`config.mk`:
```
export PLATFORM = sky130hd
export DESIGN_NAME = wb_arbiter
export DESIGN_NICKNAME = d
export VERILOG_FILES = /design/src/rtl/wb_arbiter_pkg.sv /design/src/rtl/wb_fifo.sv /design/src/rtl/wb_arbiter.sv
export SDC_FILE = /design/constraint.sdc
export NUM_CORES = 1
export LEC_CHECK = 0
export CORE_MARGIN = 1.5
export CORE_UTILIZATION = 45
export DETAILED_ROUTE_END_ITERATION = 8
export PLACE_DENSITY = 0.79
export SYNTH_ARGS = -nofsm -noshare
export SYNTH_HDL_FRONTEND = slang
export SYNTH_SLANG_ARGS = --single-unit
```
`constraint.sdc`:
```
create_clock -name clk -period 3.8 [get_ports clk]
set_input_delay 1.14 -clock clk [delete_from_list [all_inputs] [get_ports clk]]
set_output_delay 1.14 -clock clk [all_outputs]
set_load 0.005 [all_outputs]
```
`src/rtl/wb_arbiter_pkg.sv`:
```
// Shared defaults and source-select encoding for the writeback arbiter.
// The arbiter chooses between the ALU bypass and the MEM/MDU result FIFO each cycle.
package wb_arbiter_pkg;

    localparam int DEPTH_DEF = 4;
    localparam int AW_DEF    = 5;
    localparam int DW_DEF    = 32;

    // Owner of the single RF write slot in a given cycle
    typedef enum logic [1:0] {
        SRC_NONE = 2'd0,
        SRC_ALU  = 2'd1,
        SRC_FIFO = 2'd2
    } wb_src_e;

endpackage

```
`src/rtl/wb_fifo.sv`:
```
// Circular buffer of pending MEM/MDU writebacks (destination + data).
// Exposes per-entry valid/rd taps so the top level can flag register hazards.
module wb_fifo #(
    parameter int DEPTH = 4,
    parameter int AW    = 5,
    parameter int DW    = 32
) (
    input  logic                          clk,
    input  logic                          rst_n,
    input  logic                          push,
    input  logic [AW-1:0]                 push_rd,
    input  logic [DW-1:0]                 push_wd,
    input  logic                          pop,
    output logic [AW-1:0]                 head_rd,
    output logic [DW-1:0]                 head_wd,
    output logic [$clog2(DEPTH):0]        occ,
    output logic                          full,
    output logic                          empty,
    output logic [DEPTH-1:0]              ent_vld,
    output logic [DEPTH-1:0][AW-1:0]      ent_rd
);

    localparam int PW = $clog2(DEPTH);
    localparam int OW = PW + 1;

    logic [PW-1:0] wr_ptr;
    logic [PW-1:0] rd_ptr;
    logic [OW-1:0] occ_q;
    logic [AW-1:0] rd_mem [DEPTH];
    logic [DW-1:0] wd_mem [DEPTH];
    logic          push_ok;
    logic          pop_ok;

    assign full    = (occ_q == OW'(DEPTH));
    assign empty   = (occ_q == '0);
    assign push_ok = push && !full;
    assign pop_ok  = pop && !empty;
    assign occ     = occ_q;
    assign head_rd = rd_mem[rd_ptr];
    assign head_wd = wd_mem[rd_ptr];

    always_ff @(posedge clk) begin
        if (!rst_n) begin
            wr_ptr <= '0;
            rd_ptr <= '0;
            occ_q  <= '0;
        end else begin
            if (push_ok) begin
                wr_ptr <= wr_ptr + PW'(1);
            end
            if (pop_ok) begin
                rd_ptr <= rd_ptr + PW'(1);
            end
            occ_q <= occ_q + OW'(push_ok) - OW'(pop_ok);
        end
    end

    // Payload storage needs no reset: validity comes from pointers and occupancy
    always_ff @(posedge clk) begin
        if (push_ok) begin
            rd_mem[wr_ptr] <= push_rd;
            wd_mem[wr_ptr] <= push_wd;
        end
    end

    always_comb begin
        logic [PW-1:0] offs;
        offs    = '0;
        ent_vld = '0;
        ent_rd  = '0;
        for (int i = 0; i < DEPTH; i++) begin
            offs       = PW'(i) - rd_ptr;
            ent_vld[i] = ({1'b0, offs} < occ_q);
            ent_rd[i]  = rd_mem[i];
        end
    end

endmodule

```
`src/rtl/wb_arbiter.sv`:
```
// Writeback arbiter: ALU results bypass straight to the RF port, MEM/MDU results
// queue in wb_fifo and drain into slots the ALU leaves idle.
module wb_arbiter
    import wb_arbiter_pkg::*;
#(
    parameter int DEPTH = DEPTH_DEF,
    parameter int AW    = AW_DEF,
    parameter int DW    = DW_DEF
) (
    input  logic                   clk,
    input  logic                   rst_n,
    input  logic                   alu_vld,
    input  logic [AW-1:0]          alu_rd,
    input  logic [DW-1:0]          alu_wd,
    input  logic                   mem_vld,
    output logic                   mem_rdy,
    input  logic [AW-1:0]          mem_rd,
    input  logic [DW-1:0]          mem_wd,
    input  logic                   mdu_vld,
    output logic                   mdu_rdy,
    input  logic [AW-1:0]          mdu_rd,
    input  logic [DW-1:0]          mdu_wd,
    input  logic [AW-1:0]          chk_a1,
    input  logic [AW-1:0]          chk_a2,
    output logic                   hit1,
    output logic                   hit2,
    output logic [AW-1:0]          rf_a3,
    output logic [DW-1:0]          rf_wd,
    output logic                   rf_we,
    output logic [$clog2(DEPTH):0] occ
);

    logic                     fifo_full;
    logic                     fifo_empty;
    logic                     push;
    logic [AW-1:0]            push_rd;
    logic [DW-1:0]            push_wd;
    logic                     pop;
    logic [AW-1:0]            head_rd;
    logic [DW-1:0]            head_wd;
    logic [DEPTH-1:0]         ent_vld;
    logic [DEPTH-1:0][AW-1:0] ent_rd;
    logic                     mem_acc;
    logic                     mdu_acc;
    wb_src_e                  src;

    wb_fifo #(
        .DEPTH (DEPTH),
        .AW    (AW),
        .DW    (DW)
    ) u_fifo (
        .clk     (clk),
        .rst_n   (rst_n),
        .push    (push),
        .push_rd (push_rd),
        .push_wd (push_wd),
        .pop     (pop),
        .head_rd (head_rd),
        .head_wd (head_wd),
        .occ     (occ),
        .full    (fifo_full),
        .empty   (fifo_empty),
        .ent_vld (ent_vld),
        .ent_rd  (ent_rd)
    );

    // Full is taken from registered occupancy, so a same-cycle pop never frees a slot early
    assign mem_rdy = !fifo_full;
    assign mdu_rdy = !fifo_full && !mem_vld;
    assign mem_acc = mem_vld && mem_rdy;
    assign mdu_acc = mdu_vld && mdu_rdy;

    always_comb begin
        push    = 1'b0;
        push_rd = mdu_rd;
        push_wd = mdu_wd;
        if (mem_acc) begin
            push    = (mem_rd != '0);
            push_rd = mem_rd;
            push_wd = mem_wd;
        end else if (mdu_acc) begin
            push    = (mdu_rd != '0);
        end
    end

    // An ALU result owns the slot even when it targets r0
    always_comb begin
        src = SRC_NONE;
        if (alu_vld) begin
            src = SRC_ALU;
        end else if (!fifo_empty) begin
            src = SRC_FIFO;
        end
    end

    assign pop = (src == SRC_FIFO);

    always_ff @(posedge clk) begin
        if (!rst_n) begin
            rf_we <= 1'b0;
            rf_a3 <= '0;
            rf_wd <= '0;
        end else begin
            rf_we <= 1'b0;
            if (src == SRC_ALU && alu_rd != '0) begin
                rf_we <= 1'b1;
                rf_a3 <= alu_rd;
                rf_wd <= alu_wd;
            end else if (src == SRC_FIFO) begin
                rf_we <= 1'b1;
                rf_a3 <= head_rd;
                rf_wd <= head_wd;
            end
        end
    end

    always_comb begin
        hit1 = 1'b0;
        hit2 = 1'b0;
        for (int i = 0; i < DEPTH; i++) begin
            if (ent_vld[i] && chk_a1 != '0 && ent_rd[i] == chk_a1) begin
                hit1 = 1'b1;
            end
            if (ent_vld[i] && chk_a2 != '0 && ent_rd[i] == chk_a2) begin
                hit2 = 1'b1;
            end
        end
    end

endmodule

```
==> run summary <==
routed vias -> 5556
dpl cell area -> 10600 um^2
yosys warns -> 0
IO Count -> 171
share of layout cells above drive strength 1 -> 19.4%
hold_sp -> rf_a3[1]
Worst R2R Path Depth -> 5
Post-synth EDFFs -> 148
critical path class -> input port to output port
CTS Sinks -> 195
Max Fclk -> 270 MHz
DRT antenna net count -> 0
Die ar. -> 19800 um^2
Clock Skew -> 0.00902 ns
first-pass GRT wire length -> 31.0 mm
critical path capture point type -> output port
status -> finished clean
setup bufs post-CTS -> 0
Hold Vio Cnt, Final -> 0
placed instance count -> 974
post-route clock period utilization -> 97.6%
CTS Buffer Depth -> 2
Final min period -> 3.71 ns
Peak VDD IR -> 0.363 mV
largest net degree at the start of global routing -> 73
total global routing track utilization -> 20.7%
Netlist cell types -> 38
Final Max Tran Viols -> 0
RR Endpoint -> u_fifo.rd_mem[3][1]
cell area after layout -> 11200 um^2
grt ovf -> 0
clock root buffer -> clkbuf_16
initial antenna violation count -> 0
setup TNS -> 0 ns
CTS H-tree depth -> 4
# rows -> 50
Finished Layout Cells -> 1006
endpoints failing setup -> 0
crit-path max FO -> 5
DR WL/cell -> 19.9 um
CP startpoint -> chk_a2[4]
fillcell total -> 1425
cells after synthesis -> 588
FFs w/ async S/R, synth -> 0%
CTS tree -> built
worst-skew pair later-pin latency -> 0.43 ns
post-synthesis sequential area ratio -> 63.3%
Final GP Congestion -> 0.937
DIE HEIGHT -> 141 um
CTS Hold Bufs -> 0
commonest non-fill, non-tap cell in the layout -> clkdlybuf4s50_1
Util after Layout -> 59.8%
dpl hpwl -> 13.5 mm
1st-iter DRT viols -> 348
Post-Syn Nets -> 725
syn avg cell area -> 14.5 um^2
Rel. slew slack -> 31.7%
worst hold path cell count -> 2
Worst EP required -> 2.66 ns
clock-pin slew on the worst setup and hold paths -> 0.07 ns
hold_ws -> 0.478 ns
Hold Path Class -> flop to flop
reg2reg start -> u_fifo.occ[0]
DRT Pass-1 Iters -> 5
flop and latch count out of synthesis -> 195
# Max-Cap Violations -> 0
drc violations -> 0
Final Net Count -> 896
final WL -> 20.0 mm
Die X -> 141 um
Avg Vias per Cell -> 5.52
Area Overhead vs Synth -> 31.0%
vias in the first global route -> 5905
CP Launch Type -> input port
Mapped Area -> 8510 um^2
worst slack, placed -> -0.455 ns
worst hold endpoint -> rf_a3[1]
most frequent cells in the layout -> clkdlybuf4s50_1 (158), edfxtp_1 (148), nand2_1 (70)
worst setup margin -> 0.0913 ns
# diodes -> 0
# port buffers -> 170
Tot Pwr -> 6.76 mW
Critical Path AT -> 2.57 ns
Slew @ Worst Pin -> 1.02 ns
initial core utilization -> 45.7%
Inserted Clock Buffers -> 17
Reg2Reg Setup Slack -> 1.54 ns
Leak Pwr -> 3.79 nW
Pwr Density -> 606 nW/um^2
prevailing post-synth register cell -> edfxtp_1
Core ar. -> 18600 um^2
-- timing repair --
action                                  CTS  global route
pin swaps                                 3             0
gates cloned                              0             0
resized for setup                        18             2
endpoints found under the setup margin    2             2
-- routing by layer --
metal / global-route usage [%] / routed length [um] / vias up / part of all wire (%)
li1: - / - / 2554 / -
met1: 25.3 / 8210 / 2788 / 41
met2: 36.7 / 10500 / 183 / 52
met3: 3.86 / 927 / 31 / 4.6
met4: 7.95 / 412 / 0 / 2.1
met5: 0 / 0 / - / 0
-- synth_stat cells, drive strengths merged, types with 4 or more instances --
cell / n / share of area, %
xnor2: 29 / 3.0
dfxtp: 47 / 11
nand2: 71 / 3.2
ha: 10 / 1.5
buf: 23 / 1.4
and2: 12 / 0.88
a221oi: 4 / 0.49
mux4: 37 / 9.8
a31oi: 34 / 2.5
xor2: 17 / 1.7
o21ai: 37 / 2.3
nor2b: 4 / 0.29
nor4: 11 / 0.81
mux2: 37 / 4.9
edfxtp: 148 / 52
nor2: 5 / 0.22
clkbuf: 19 / 0.84
nand3: 9 / 0.53
inv: 13 / 0.57
-- sequential cells by signal, summed over array words and instances (netlist names), named ones only --
signal / count
rf_wd: 32
u_fifo.rd_mem: 20
u_fifo.rd_ptr: 2
u_fifo.occ: 3
u_fifo.wd_mem: 128
u_fifo.wr_ptr: 2
rf_we: 1
rf_a3: 5
-- power by group --
group          total, mW  internal (mW)  switching (mW)
sequential          3.11           2.83           0.280
clock               1.71          0.891           0.820
combinational       1.94           1.00           0.934
-- how the worst max path moves through the flow --
stage | end | cells after the start
after CTS | hit1 | 7
after detailed placement | hit2 | 7
after global routing | hit2 | 7
after global placement | hit1 | 7
final | hit2 | 7
after floorplan | hit1 | 6
-- final cells by class --
class / count / area (um^2) / area share (%)
multi-input combinational: 338 / 2910 / 26.1
tap: 234 / 293 / 2.63
sequential: 195 / 5390 / 48.3
timing repair buffer: 194 / 1930 / 17.3
inverter: 13 / 48.8 / 0.438
clock buffer: 18 / 439 / 3.94
clock inverter: 14 / 135 / 1.21
-- cell families after synthesis --
family	synth area share, %
DFF	63.3
adders and majority gates	1.70
muxes	14.7
buffers and inverters	2.82
AOI/OAI and AO/OA	6.03
xor gates and xnor gates	4.73
and+or+nand+nor	6.78
-- worst max-delay path, stage by stage --
cell,delay [ns]
dlygate4sd2_1,0.38
xnor2_1,0.18
nand3_1,0.13
nor4_2,0.26
nor4_1,0.09
a21oi_1,0.13
dlygate4sd2_1,0.25
Note: power is estimated with default switching activity, not from simulation.
